[config.mk]
export PLATFORM = sky130hd
export DESIGN_NAME = uart_program_loader_flat
export DESIGN_NICKNAME = d
export VERILOG_FILES = /design/src/rtl/uart_program_loader_if.sv /design/src/rtl/uart_program_loader.sv /design/src/flat_wrapper.sv
export SDC_FILE = /design/constraint.sdc
export NUM_CORES = 1
export LEC_CHECK = 0
export BUFFER_PORTS_ARGS = -buffer_cell sky130_fd_sc_hd__clkbuf_2
export CORE_UTILIZATION = 53
export DETAILED_ROUTE_END_ITERATION = 8
export PLACE_DENSITY = 0.73
export SYNTH_ARGS = -nofsm -noshare
export SYNTH_HDL_FRONTEND = slang
export SYNTH_SLANG_ARGS = --single-unit
[constraint.sdc]
create_clock -name clk -period 2.5 [get_ports clk]
set_input_delay 0.25 -clock clk [delete_from_list [all_inputs] [get_ports clk]]
set_output_delay 0.25 -clock clk [all_outputs]
set_load 0.02 [all_outputs]
[src/rtl/uart_program_loader_if.sv]
// Program-load bus: serial line in, instruction-memory write port and BIP control out.
interface uart_program_loader_if #(
  parameter int ADDR_W = 8
);
  logic              i_rx;
  logic              o_prog_we;
  logic [ADDR_W-1:0] o_prog_addr;
  logic [15:0]       o_prog_data;
  logic              o_bip_rst;
  logic              o_load_done;
  logic              o_frame_err;

  // Loader side drives the memory port and BIP control, samples the line.
  modport master (
    input  i_rx,
    output o_prog_we, o_prog_addr, o_prog_data, o_bip_rst, o_load_done, o_frame_err
  );

  // Host/memory side drives the line and consumes the write port.
  modport slave (
    output i_rx,
    input  o_prog_we, o_prog_addr, o_prog_data, o_bip_rst, o_load_done, o_frame_err
  );
endinterface

[src/rtl/uart_program_loader.sv]
// UART (8N1, 16x oversampled) receiver feeding a framed program loader:
// SYNC_BYTE, word count N, then N big-endian 16-bit words written to
// instruction memory from address 0. BIP is held in reset until a full
// program has been written.
module uart_program_loader #(
  parameter int         CLK_FREQ  = 50_000_000,
  parameter int         BAUD_RATE = 9600,
  parameter int         ADDR_W    = 8,
  parameter logic [7:0] SYNC_BYTE = 8'hA5
) (
  input  logic                  clk,
  input  logic                  rst,
  uart_program_loader_if.master bus
);

  localparam int DIV   = CLK_FREQ / (BAUD_RATE * 16);
  localparam int DIV_W = (DIV > 1) ? $clog2(DIV) : 1;
  localparam logic [DIV_W-1:0] DIV_LAST = DIV_W'(DIV - 1);

  typedef enum logic [2:0] {
    RX_IDLE,
    RX_START,
    RX_DATA,
    RX_STOP,
    RX_BREAK
  } rx_state_t;

  typedef enum logic [2:0] {
    LD_WAIT_SYNC,
    LD_GET_CNT,
    LD_GET_HI,
    LD_GET_LO,
    LD_DONE
  } ld_state_t;

  // Receiver signals
  logic             rx_s1, rx_s2, rx_q;
  logic             fall;
  logic [DIV_W-1:0] div_cnt;
  logic             tick;
  logic [3:0]       tick_cnt;
  logic [2:0]       bit_cnt;
  logic [7:0]       rx_shift;
  rx_state_t        rx_state, rx_next;
  logic             start_det, tick_clr, bit_shift, rx_ok, rx_bad;
  logic             byte_vld, frame_err_r;

  // Loader signals
  ld_state_t         ld_state, ld_next;
  logic              wr, sync_hit, frame_abort;
  logic [7:0]        idx, cnt, hi_byte;
  logic              prog_we;
  logic [ADDR_W-1:0] prog_addr;
  logic [15:0]       prog_data;
  logic              bip_rst, load_done;

  // Two-flop synchroniser plus one delayed copy for falling-edge detection.
  always_ff @(posedge clk or posedge rst) begin
    if (rst) begin
      rx_s1 <= 1'b1;
      rx_s2 <= 1'b1;
      rx_q  <= 1'b1;
    end else begin
      rx_s1 <= bus.i_rx;
      rx_s2 <= rx_s1;
      rx_q  <= rx_s2;
    end
  end

  assign fall = rx_q & ~rx_s2;
  assign tick = (div_cnt == DIV_LAST);

  // Oversampling divider, realigned on every detected start edge.
  always_ff @(posedge clk or posedge rst) begin
    if (rst)
      div_cnt <= '0;
    else if (start_det || tick)
      div_cnt <= '0;
    else
      div_cnt <= div_cnt + 1'b1;
  end

  // Receiver state register.
  always_ff @(posedge clk or posedge rst) begin
    if (rst) rx_state <= RX_IDLE;
    else     rx_state <= rx_next;
  end

  // Receiver next-state and sampling strobes.
  always_comb begin
    rx_next   = rx_state;
    start_det = 1'b0;
    tick_clr  = 1'b0;
    bit_shift = 1'b0;
    rx_ok     = 1'b0;
    rx_bad    = 1'b0;
    case (rx_state)
      RX_IDLE: begin
        if (fall) begin
          start_det = 1'b1;
          tick_clr  = 1'b1;
          rx_next   = RX_START;
        end
      end
      RX_START: begin
        // Mid-start re-check rejects short low glitches on the idle line.
        if (tick && tick_cnt == 4'd7) begin
          tick_clr = 1'b1;
          rx_next  = rx_s2 ? RX_IDLE : RX_DATA;
        end
      end
      RX_DATA: begin
        if (tick && tick_cnt == 4'd15) begin
          bit_shift = 1'b1;
          if (bit_cnt == 3'd7) rx_next = RX_STOP;
        end
      end
      RX_STOP: begin
        if (tick && tick_cnt == 4'd15) begin
          if (rx_s2) begin
            rx_ok   = 1'b1;
            rx_next = RX_IDLE;
          end else begin
            rx_bad  = 1'b1;
            rx_next = RX_BREAK;
          end
        end
      end
      RX_BREAK: begin
        // A held-low line must return high before another start is accepted.
        if (rx_s2) rx_next = RX_IDLE;
      end
      default: rx_next = RX_IDLE;
    endcase
  end

  // Tick and bit counters; tick_cnt wraps naturally every 16 ticks.
  always_ff @(posedge clk or posedge rst) begin
    if (rst) begin
      tick_cnt <= '0;
      bit_cnt  <= '0;
    end else begin
      if (tick_clr)
        tick_cnt <= '0;
      else if (tick)
        tick_cnt <= tick_cnt + 1'b1;
      if (tick_clr)
        bit_cnt <= '0;
      else if (bit_shift)
        bit_cnt <= bit_cnt + 1'b1;
    end
  end

  // LSB-first data shift register.
  always_ff @(posedge clk) begin
    if (bit_shift) rx_shift <= {rx_s2, rx_shift[7:1]};
  end

  // Byte-complete and framing-error pulses, one clock after the stop sample.
  always_ff @(posedge clk or posedge rst) begin
    if (rst) begin
      byte_vld    <= 1'b0;
      frame_err_r <= 1'b0;
    end else begin
      byte_vld    <= rx_ok;
      frame_err_r <= rx_bad;
    end
  end

  assign sync_hit    = byte_vld && (rx_shift == SYNC_BYTE) &&
                       (ld_state == LD_WAIT_SYNC || ld_state == LD_DONE);
  assign frame_abort = frame_err_r && (ld_state != LD_DONE);

  // Loader state register.
  always_ff @(posedge clk or posedge rst) begin
    if (rst) ld_state <= LD_WAIT_SYNC;
    else     ld_state <= ld_next;
  end

  // Loader next-state and write request.
  always_comb begin
    ld_next = ld_state;
    wr      = 1'b0;
    if (byte_vld) begin
      case (ld_state)
        LD_WAIT_SYNC, LD_DONE: begin
          if (rx_shift == SYNC_BYTE) ld_next = LD_GET_CNT;
        end
        LD_GET_CNT: ld_next = (rx_shift == 8'd0) ? LD_WAIT_SYNC : LD_GET_HI;
        LD_GET_HI:  ld_next = LD_GET_LO;
        LD_GET_LO: begin
          wr      = 1'b1;
          ld_next = ((idx + 8'd1) == cnt) ? LD_DONE : LD_GET_HI;
        end
        default: ld_next = LD_WAIT_SYNC;
      endcase
    end else if (frame_abort) begin
      ld_next = LD_WAIT_SYNC;
    end
  end

  // Frame header capture: word count and pending high byte.
  always_ff @(posedge clk) begin
    if (byte_vld && ld_state == LD_GET_CNT) cnt     <= rx_shift;
    if (byte_vld && ld_state == LD_GET_HI)  hi_byte <= rx_shift;
  end

  // Memory write port, word index and BIP release/hold.
  always_ff @(posedge clk or posedge rst) begin
    if (rst) begin
      prog_we   <= 1'b0;
      prog_addr <= '0;
      prog_data <= '0;
      bip_rst   <= 1'b1;
      load_done <= 1'b0;
      idx       <= '0;
    end else begin
      prog_we <= wr;
      if (wr) begin
        prog_addr <= ADDR_W'(idx);
        prog_data <= {hi_byte, rx_shift};
        idx       <= idx + 8'd1;
      end
      if (sync_hit) begin
        idx       <= '0;
        bip_rst   <= 1'b1;
        load_done <= 1'b0;
      end else if (ld_state == LD_DONE) begin
        // Reached one clock after the last write strobe.
        bip_rst   <= 1'b0;
        load_done <= 1'b1;
      end
      if (frame_abort) idx <= '0;
    end
  end

  assign bus.o_prog_we   = prog_we;
  assign bus.o_prog_addr = prog_addr;
  assign bus.o_prog_data = prog_data;
  assign bus.o_bip_rst   = bip_rst;
  assign bus.o_load_done = load_done;
  assign bus.o_frame_err = frame_err_r;

endmodule
[src/flat_wrapper.sv]
// flat-port wrapper written by rule: the top's interface ports become plain ports
module uart_program_loader_flat 
#(
  parameter int         CLK_FREQ  = 50_000_000,
  parameter int         BAUD_RATE = 9600,
  parameter int         ADDR_W    = 8,
  parameter logic [7:0] SYNC_BYTE = 8'hA5
)
  (clk, rst, bus_i_rx, bus_o_prog_we, bus_o_prog_addr, bus_o_prog_data, bus_o_bip_rst, bus_o_load_done, bus_o_frame_err);
  uart_program_loader_if #(.ADDR_W(ADDR_W)) bus_i ();
  input  logic clk;
  input  logic rst;
  input wire logic [$bits(bus_i.i_rx)-1:0] bus_i_rx;
  output wire logic [$bits(bus_i.o_prog_we)-1:0] bus_o_prog_we;
  output wire logic [$bits(bus_i.o_prog_addr)-1:0] bus_o_prog_addr;
  output wire logic [$bits(bus_i.o_prog_data)-1:0] bus_o_prog_data;
  output wire logic [$bits(bus_i.o_bip_rst)-1:0] bus_o_bip_rst;
  output wire logic [$bits(bus_i.o_load_done)-1:0] bus_o_load_done;
  output wire logic [$bits(bus_i.o_frame_err)-1:0] bus_o_frame_err;
  assign bus_i.i_rx = bus_i_rx;
  assign bus_o_prog_we = bus_i.o_prog_we;
  assign bus_o_prog_addr = bus_i.o_prog_addr;
  assign bus_o_prog_data = bus_i.o_prog_data;
  assign bus_o_bip_rst = bus_i.o_bip_rst;
  assign bus_o_load_done = bus_i.o_load_done;
  assign bus_o_frame_err = bus_i.o_frame_err;
  uart_program_loader #(.CLK_FREQ(CLK_FREQ), .BAUD_RATE(BAUD_RATE), .ADDR_W(ADDR_W), .SYNC_BYTE(SYNC_BYTE)) u_core (.clk(clk), .rst(rst), .bus(bus_i));
endmodule
==> flow_metrics.env <==
export IMPL_run_status="finished, violations left"
export IMPL_violations="design-rule violations"
export IMPL_seq_area_frac_synth=0.625
export IMPL_post_drt_via_cell_ratio=5.30
export IMPL_rows=29
export IMPL_cp_required_ps=2560
export IMPL_clock_tree_root_cell="clkbuf_8"
export IMPL_overflow=0
export IMPL_grt_max_degree=63
export IMPL_crit_type="reg -> reg"
export IMPL_initial_utilization=0.561
export IMPL_hpwlAfterDp_um=4380
export IMPL_ios=31
export IMPL_layout_drive_gt1_share=0.169
export IMPL_fmax_ghz=0.475
export IMPL_synth_cell_area_um2=3640
export IMPL_io_buffer_count=30
export IMPL_synth_top_flop_cell="dfrtp_1"
export IMPL_die_area_um2=7210
export IMPL_cts_buffers_inserted=9
export IMPL_grt_pass1_wl_um=11100
export IMPL_setup_slack_ps=395
export IMPL_yosysTopAreaCell="dfrtp_1"
export IMPL_reg2reg_depth=5
export IMPL_slew_violations=0
export IMPL_synthCells=334
export IMPL_finalSetupViolCount=0
export IMPL_die_h_um=84.9
export IMPL_synth_nets=343
export IMPL_fin_hold_ws_ps=93.6
export IMPL_die_w_um=84.9
export IMPL_synth_ff_latch_count=86
export IMPL_first_global_vias=2370
export IMPL_drt_iter0_drc=154
export IMPL_area_delta_synth_final_pct=13.5
export IMPL_rsz0062_at_grt="false"
export IMPL_arrival_ps=2160
export IMPL_synth_area_leaders="dfrtp_1 40%, edfxtp_1 20%, nand2_1 9.5%"
export IMPL_reg2reg_from="u_core.rx_shift[6]"
export IMPL_n_antenna_cell=0
export IMPL_drc=3
export IMPL_hold_viol=0
export IMPL_yosysWarnings=0
export IMPL_final_util=0.636
export IMPL_cts_sinks=86
export IMPL_clock_latency_ps=350
export IMPL_synth_edf_count=24
export IMPL_tightest_slew_ps=759
export IMPL_clock_skew_ps=18.3
export IMPL_async_reset_ff_frac=0.721
export IMPL_cts_max_path_buffers=2
export IMPL_avgSynthCellArea_um2=10.9
export IMPL_cts_resized=0
export IMPL_rrSetupSlack_ps=400
export IMPL_fin_crit_ps=2100
export IMPL_nets=382
export IMPL_firstDrtPassIters=8
export IMPL_hp_class="in -> async"
export IMPL_setup_worst_path_end_class="register"
export IMPL_coreArea_um2=6490
export IMPL_p_per_area_nw_per_um2=659
export IMPL_post_place_ws_ps=431
export IMPL_ant_nets=0
export IMPL_synth_cell_type_count=41
export IMPL_synth_commonest_cells="92 x nand2_1, 58 x dfrtp_1, 31 x nor2_1, 24 x edfxtp_1, 15 x xnor2_1"
export IMPL_wl_um=6410
export IMPL_maxCapViolCount=0
export IMPL_fin_crit_sh=0.842
export IMPL_num_vias=2412
export IMPL_p_leak_uw=0.00194
export IMPL_r2r_end="u_core.hi_byte[0]"
export IMPL_globalplace_congestion=0.806
export IMPL_ir_drop_uv=411
export IMPL_cts_max_level=3
export IMPL_finalSetupTns_ps=0
export IMPL_max_slew_margin_rel=0.494
export IMPL_crit_fanout=8
export IMPL_antenna_found_initial=0
export IMPL_wl_per_cell_um=14.1
export IMPL_cts_tree="done"
export IMPL_worstSetupStartpointType="register"
export IMPL_synth_most_common_cell="nand2_1"
export IMPL_grtUsageTotal=0.203
export IMPL_design_power_total_uw=2730
export IMPL_clk_pin_slew_ps=100
export IMPL_synth_top_area_share=0.398
## worst max path at each step
stage                             from  depth (start not counted)            endpoint  slack [ps]
global route             u_core.idx[2]                          5  u_core.ld_state[1]         330
CTS                 u_core.rx_shift[4]                          5   u_core.hi_byte[7]         410
finish              u_core.rx_shift[6]                          5   u_core.hi_byte[0]         400
detailed placement       u_core.idx[2]                          5  u_core.ld_state[1]         430
floorplan           u_core.rx_shift[4]                          4   u_core.hi_byte[0]         290
global placement    u_core.rx_shift[4]                          5   u_core.hi_byte[0]         470
## kinds of logic after synthesis
kind of cell             count (synthesis)  synth area share
AND/OR/NAND/NOR                        170             0.214
flip-flops                              86             0.625
AO/OA/AOI/OAI                           24            0.0467
multiplexers                             3           0.00824
adder cells (fa/ha/maj)                  6            0.0206
XOR/XNOR                                28            0.0673
buffers and inverters                   17            0.0182
## metrics by stage
stage	area (um2)	cells
floorplan	3650	334
global placement	3910	438
detailed placement	3910	438
CTS	4130	455
global route	4130	455
finish	4130	455
## critical path: stages (launching register included)
cell	delay (ps)
edfxtp_1	450
or4_1	560
nor3_1	260
nand2b_1	190
nor3b_2	170
buf_4	190
## layout make-up
type                       instances  area (um2)
inverter                           6        22.5
tap                               77        96.3
multi-input combinational        231        1300
fill                             533        2360
clock buffer                      11         131
timing repair buffer              39         220
clock inverter                     5        82.6
sequential                        86        2280
## registers in the layout, indices dropped and copies added (netlist names), 4 cells and up
signal,flops
u_core.bus.o_prog_data,16
u_core.div_cnt,9
u_core.bus.o_prog_addr,8
u_core.cnt,8
u_core.hi_byte,8
u_core.idx,8
u_core.rx_shift,8
u_core.tick_cnt,4
## what timing repair did
| item | CTS | global route |
|---|---|---|
| buffers inserted | 0 | 0 |
| setup endpoints to repair | 0 | 0 |
| endpoints found under the hold margin | 1 | 0 |
| hold buffers | 1 | 0 |
## layout by cell type, fill, tap and decap left out, types with 2 or more instances in the layout
cell type  netlist  layout
buf_4            0       8
o21ai_0          7       7
a21oi_1          6       6
xor2_1          13      13
nand2_1         92      92
nand4_1          4       4
and2_1           4       4
xnor2_1         15      15
and3_1           3       3
o211ai_1         2       2
a31oi_1          2       2
inv_1            5       4
dfrtp_1         58      58
nor3_1           7       7
edfxtp_1        24      24
nand2b_1         2       2
clkbuf_8         0       9
bufinv_16        0       2
mux2i_1          3       3
nand3_1         13      13
ha_1             6       6
inv_2            1       2
clkbuf_1         8       2
or4_1            2       2
nor3b_1          3       2
nor2_1          31      31
dfstp_2          4       4
a22oi_1          2       2
clkbuf_2         0      30
## routing by layer
layer  GRT usage  up-vias  share of wire
li1            -     1194              -
met1       0.249     1152           0.43
met2       0.337       53           0.50
met3      0.0486       13          0.041
met4       0.106        0          0.027
met5           0        -              0
## power by group
part | total, uW | switching [uW] | internal, uW
registers | 1540 | 57.9 | 1490
logic | 134 | 74.0 | 59.6
clock network | 1050 | 480 | 568
(Power assumes the default switching activity.)
